### config.mk
export PLATFORM = sky130hd
export DESIGN_NAME = bound_flasher_param
export DESIGN_NICKNAME = d
export VERILOG_FILES = /design/src/rtl/bound_flasher_param.sv
export SDC_FILE = /design/constraint.sdc
export NUM_CORES = 1
export LEC_CHECK = 0
export CAP_MARGIN = 0
export CORE_AREA = 5 5 69 71
export DETAILED_ROUTE_END_ITERATION = 10
export DIE_AREA = 0 0 74 76
export MAX_ROUTING_LAYER = met4
export PLACE_DENSITY_LB_ADDON = 0.25
export SLEW_MARGIN = 20
export SYNTH_ARGS = -nofsm -noshare
export SYNTH_HDL_FRONTEND = slang
export SYNTH_SLANG_ARGS = --single-unit
### constraint.sdc
create_clock -name clk -period 2.66 [get_ports clk]
set_input_delay 0.266 -clock clk [delete_from_list [all_inputs] [get_ports clk]]
set_output_delay 0.266 -clock clk [all_outputs]
set_load 0.005 [all_outputs]
### src/rtl/bound_flasher_param.sv
// Parametrised bound flasher: a thermometer LED bar sweeping between configurable bounds, with flick kickback.
// Optional: define BOUND_FLASHER_AUTO_REPEAT_EN to restart the sweep forever instead of returning to INIT.
module bound_flasher_param #(
  parameter int N_LED = 16,
  parameter int B_LO  = 5,
  parameter int B_MID = 10
) (
  input  logic             clk,
  input  logic             rst_n,
  input  logic             flick,
  input  logic             step_en,
  output logic [N_LED-1:0] LEDs,
  output logic             busy,
  output logic [2:0]       state_o
);

  localparam int CW = $clog2(N_LED + 1);

  localparam logic [CW-1:0] C_ZERO = {CW{1'b0}};
  localparam logic [CW-1:0] C_ONE  = CW'(1);
  localparam logic [CW-1:0] C_MAX  = CW'(N_LED);
  localparam logic [CW-1:0] C_LO   = CW'(B_LO);
  localparam logic [CW-1:0] C_MID  = CW'(B_MID);

  typedef enum logic [2:0] {
    ST_INIT = 3'd0,
    ST_UP1  = 3'd1,
    ST_DN1  = 3'd2,
    ST_UP2  = 3'd3,
    ST_DN2  = 3'd4,
    ST_UP3  = 3'd5,
    ST_DN3  = 3'd6,
    ST_KB0  = 3'd7
  } state_t;

  state_t        state_q, state_d;
  logic [CW-1:0] cnt_q, cnt_d;
  logic [CW-1:0] inc_s, dec_s;
  logic          busy_q;

  assign inc_s = cnt_q + C_ONE;
  assign dec_s = cnt_q - C_ONE;

  // Next-state/count logic; an up state already at the top or a down state at 0 is treated as corrupt.
  always_comb begin
    state_d = state_q;
    cnt_d   = cnt_q;
    if (cnt_q > C_MAX) begin
      state_d = ST_INIT;
      cnt_d   = C_ZERO;
    end else if (!step_en) begin
      state_d = state_q;
      cnt_d   = cnt_q;
    end else begin
      case (state_q)
        ST_INIT: begin
          if (flick) begin
            state_d = ST_UP1;
            cnt_d   = C_ONE;
          end else begin
            state_d = ST_INIT;
            cnt_d   = C_ZERO;
          end
        end
        ST_UP1: begin
          if (cnt_q == C_MAX) begin
            state_d = ST_INIT;
            cnt_d   = C_ZERO;
          end else begin
            cnt_d = inc_s;
            if (inc_s == C_MAX) begin
              state_d = ST_DN1;
            end else if (flick && ((inc_s == C_LO) || (inc_s == C_MID))) begin
              state_d = ST_KB0;
            end else begin
              state_d = ST_UP1;
            end
          end
        end
        ST_DN1: begin
          if (cnt_q == C_ZERO) begin
            state_d = ST_INIT;
            cnt_d   = C_ZERO;
          end else begin
            cnt_d = dec_s;
            if (dec_s == C_LO) begin
              state_d = ST_UP2;
            end else begin
              state_d = ST_DN1;
            end
          end
        end
        ST_UP2: begin
          if (cnt_q == C_MAX) begin
            state_d = ST_INIT;
            cnt_d   = C_ZERO;
          end else begin
            cnt_d = inc_s;
            if (inc_s == C_MID) begin
              state_d = flick ? ST_DN1 : ST_DN2;
            end else begin
              state_d = ST_UP2;
            end
          end
        end
        ST_DN2: begin
          if (cnt_q == C_ZERO) begin
            state_d = ST_INIT;
            cnt_d   = C_ZERO;
          end else begin
            cnt_d = dec_s;
            if (dec_s == C_ZERO) begin
              state_d = ST_UP3;
            end else begin
              state_d = ST_DN2;
            end
          end
        end
        ST_UP3: begin
          if (cnt_q == C_MAX) begin
            state_d = ST_INIT;
            cnt_d   = C_ZERO;
          end else begin
            cnt_d = inc_s;
            if (inc_s == C_LO) begin
              state_d = ST_DN3;
            end else begin
              state_d = ST_UP3;
            end
          end
        end
        ST_DN3: begin
          if (cnt_q == C_ZERO) begin
            state_d = ST_INIT;
            cnt_d   = C_ZERO;
          end else begin
            cnt_d = dec_s;
            if (dec_s == C_ZERO) begin
`ifdef BOUND_FLASHER_AUTO_REPEAT_EN
              state_d = ST_UP1;
`else
              state_d = ST_INIT;
`endif
            end else begin
              state_d = ST_DN3;
            end
          end
        end
        ST_KB0: begin
          if (cnt_q == C_ZERO) begin
            state_d = ST_INIT;
            cnt_d   = C_ZERO;
          end else begin
            cnt_d = dec_s;
            if (dec_s == C_ZERO) begin
              state_d = ST_UP1;
            end else begin
              state_d = ST_KB0;
            end
          end
        end
        default: begin
          state_d = ST_INIT;
          cnt_d   = C_ZERO;
        end
      endcase
    end
  end

  // State, count and busy flag registers.
  always_ff @(posedge clk or negedge rst_n) begin
    if (!rst_n) begin
      state_q <= ST_INIT;
      cnt_q   <= C_ZERO;
      busy_q  <= 1'b0;
    end else begin
      state_q <= state_d;
      cnt_q   <= cnt_d;
      busy_q  <= (state_d != ST_INIT);
    end
  end

  // Thermometer decode of the registered count.
  always_comb begin
    LEDs = {N_LED{1'b0}};
    for (int i = 0; i < N_LED; i++) begin
      LEDs[i] = (cnt_q > i[CW-1:0]);
    end
  end

  assign busy    = busy_q;
  assign state_o = state_q;

endmodule
==> out/results.txt <==
RSZ-0062 raised after global routing -> no
num ports -> 24
post-synth cell types -> 44
clock root cell -> clkbuf_8
Fin. Hold Viols -> 0
Post-DRT Antenna Nets -> 0
Worst-Margin Slew -> 468.1 ps
Seq pwr share -> 0.182
dpl cells -> 235
CTS clk-pin slew, worst paths -> 50 ps
prevailing post-synth register cell -> dfrtp_1
CORE AREA -> 4174 um^2
vias per cell -> 5.385
startpoint types -> flop
PostCTS Resize Cnt -> 0
pin count of the biggest net entering global routing -> 17
Async S/R FF share, synth -> 1.000
Critical Path End Type -> flop
synthesized cell area -> 1180 um^2
Non-Filler Instances -> 239
Yosys Warn Count -> 0
fin crit share -> 0.9230
Peak Freq -> 407.3 MHz
# clock sinks -> 9
crit path max fanout -> 8
part of the Yosys area used for sequential elements -> 0.1909
Relative slew margins -> 0.6870
cell-internal power -> 867.2 uW
post-layout min period -> 2455 ps
CTS tree -> done
first-pass GRT wire length -> 5885 um
H-Tree Depth -> 1
Max VDD drop -> 0.2362 mV
nets@finish -> 200
layout filler cell count -> 457
Power Density -> 1062 nW/um^2
input/output buffers -> 23
initial antenna violation count -> 0
worst hold path type -> input pin to asynchronous set/reset pin
Initial Util -> 0.2827
DIE WIDTH -> 74 um
DP Wirelength -> 2765 um
DR pass1 iterations -> 4
Area Overhead vs Synth -> 29.59%
required time worst endpoint -> 2760 ps
post-synth top area cell -> dfrtp_1
GRT overflow -> 0
die height -> 76 um
hold buffers post-CTS -> 0
switching part of the total -> 0.4661
area share of the leading cell type in the synthesized netlist -> 0.1909
share of cells above drive strength 1 -> 0.09091
DR iter-0 viols -> 128
antenna fix cells -> 0
sum of negative setup slack -> 0 ps
switching pwr -> 757.1 uW
DP Worst Slack -> 258.5 ps
Leakage -> 0.6505 nW
most frequent cell after synthesis -> nand2_1
Synth area leaders -> dfrtp_1 (19%), nand2_1 (9.2%), ha_1 (8.5%), o21ai_0 (6.8%), a21oi_1 (3.4%)
Yosys reg bits -> 9
Pwr Total -> 1.624 mW
All-Layer GR Usage -> 0.1350
# setup viols final -> 0
WL per Instance -> 14.87 um
setup skew after layout -> 0.6576 ps
status -> completed
clk_lat worst skew -> 240 ps
vias in the first global route -> 1,200
Crit Path Class -> flop to flop
postcts setup bufs -> 0
DRT Wirelength -> 3554 um
clock share of power -> 0.101
synthesized instance count -> 163
syn_nets -> 175
Num CTS Buffers -> 3
Rows -> 24
maximum capacitance violations -> 0
Hold WS -> 354.7 ps
RD Place Congestion -> 0.8782
Arr. time, crit path -> 2550 ps
logic gate share of total power -> 0.717
final worst setup slack -> 204.8 ps
Post-synth EDFFs -> 0
Vias -> 1,287
Commonest cells post-synth -> nand2_1 (29), o21ai_0 (16), nor2_1 (10)
Clock Tree Buf Depth -> 2
syn_area_per_cell -> 7.239 um^2
Die ar. -> 5624 um^2
Final Slew Violations -> 0
DRC -> 0
-- layout by cell type, fill, tap and decap left out, types with 3 or more instances in the layout --
cell | netlist | routed
and3_1 | 3 | 3
dfrtp_1 | 9 | 9
clkdlybuf4s50_1 | 0 | 23
nor2b_1 | 3 | 3
a21oi_1 | 8 | 8
nor3_1 | 3 | 3
ha_1 | 8 | 8
nand2_1 | 29 | 29
o31ai_1 | 4 | 4
inv_1 | 7 | 7
o21ai_0 | 16 | 16
buf_4 | 0 | 10
nand3_1 | 6 | 6
o211ai_1 | 3 | 3
xnor2_1 | 3 | 3
nor2_1 | 10 | 10
nand2b_1 | 3 | 3
clkbuf_8 | 0 | 3
-- final cells by class --
class                      count  area [um^2]  area share
multi-input combinational    134        862.1      0.5638
tap                           52        65.06     0.04255
clock buffer                   4        45.04     0.02946
sequential                     9        225.2      0.1473
inverter                       7        26.28     0.01718
timing repair buffer          33        305.3      0.1997
-- per-stage QoR --
stage / cell area, um^2 / util
6_report: 1529 / 0.3663
5_1_grt: 1529 / 0.3663
4_1_cts: 1529 / 0.3663
3_5_place_dp: 1484 / 0.3555
2_1_floorplan: 1180 / -
3_3_place_gp: 1484 / 0.3555
-- power by group through the flow --
stage / clock network [mW] / registers [mW] / logic (mW)
floorplan: 0 / 0.231 / 0.780
finish: 0.164 / 0.296 / 1.17
detailed placement: 0 / 0.293 / 1.16
global placement: 0 / 0.300 / 1.18
global route: 0.176 / 0.309 / 1.29
CTS: 0.167 / 0.294 / 1.17
-- layer usage --
layer / global-route usage / vias up / share of wire
met1: 0.1841 / 582 / 0.46
met4: 0.05616 / 0 / 0.018
met3: 0.02111 / 8 / 0.068
met5: - / - / 0
li1: - / 644 / -
met2: 0.1959 / 53 / 0.46
-- cells by family after synthesis --
logic type	synth area share
buffers and inverters	0.07847
AO/OA/AOI/OAI	0.2916
adder cells (fa/ha/maj)	0.09332
XOR/XNOR	0.03712
AND/OR/NAND/NOR	0.3086
flip-flops	0.1909
-- critical path: stages (launching register included) --
cell       delay [ps]
dfrtp_1           450
inv_1             180
ha_1              240
or4b_4            540
a31oi_4           200
o221ai_2          100
o31ai_1           240
o311ai_1          150
nand4bb_1         220
-- path summary, 6_finish.rpt --
path / from / end / slack, ps / cells after the start
max: cnt_q[1] / busy / 200 / 8
min: rst_n / busy / 350 / 1
max reg2reg: cnt_q[1] / busy / 200 / 8
min reg2reg: cnt_q[1] / cnt_q[1] / 660 / 1
max in group asynchronous: rst_n / cnt_q[3] / 1990 / 1
min in group clk: cnt_q[1] / cnt_q[1] / 660 / 1
-- flip-flops by register name, indices dropped and copies added (netlist names) --
signal   cells
cnt_q        5
state_o      3
busy         1
(Power assumes the default switching activity.)
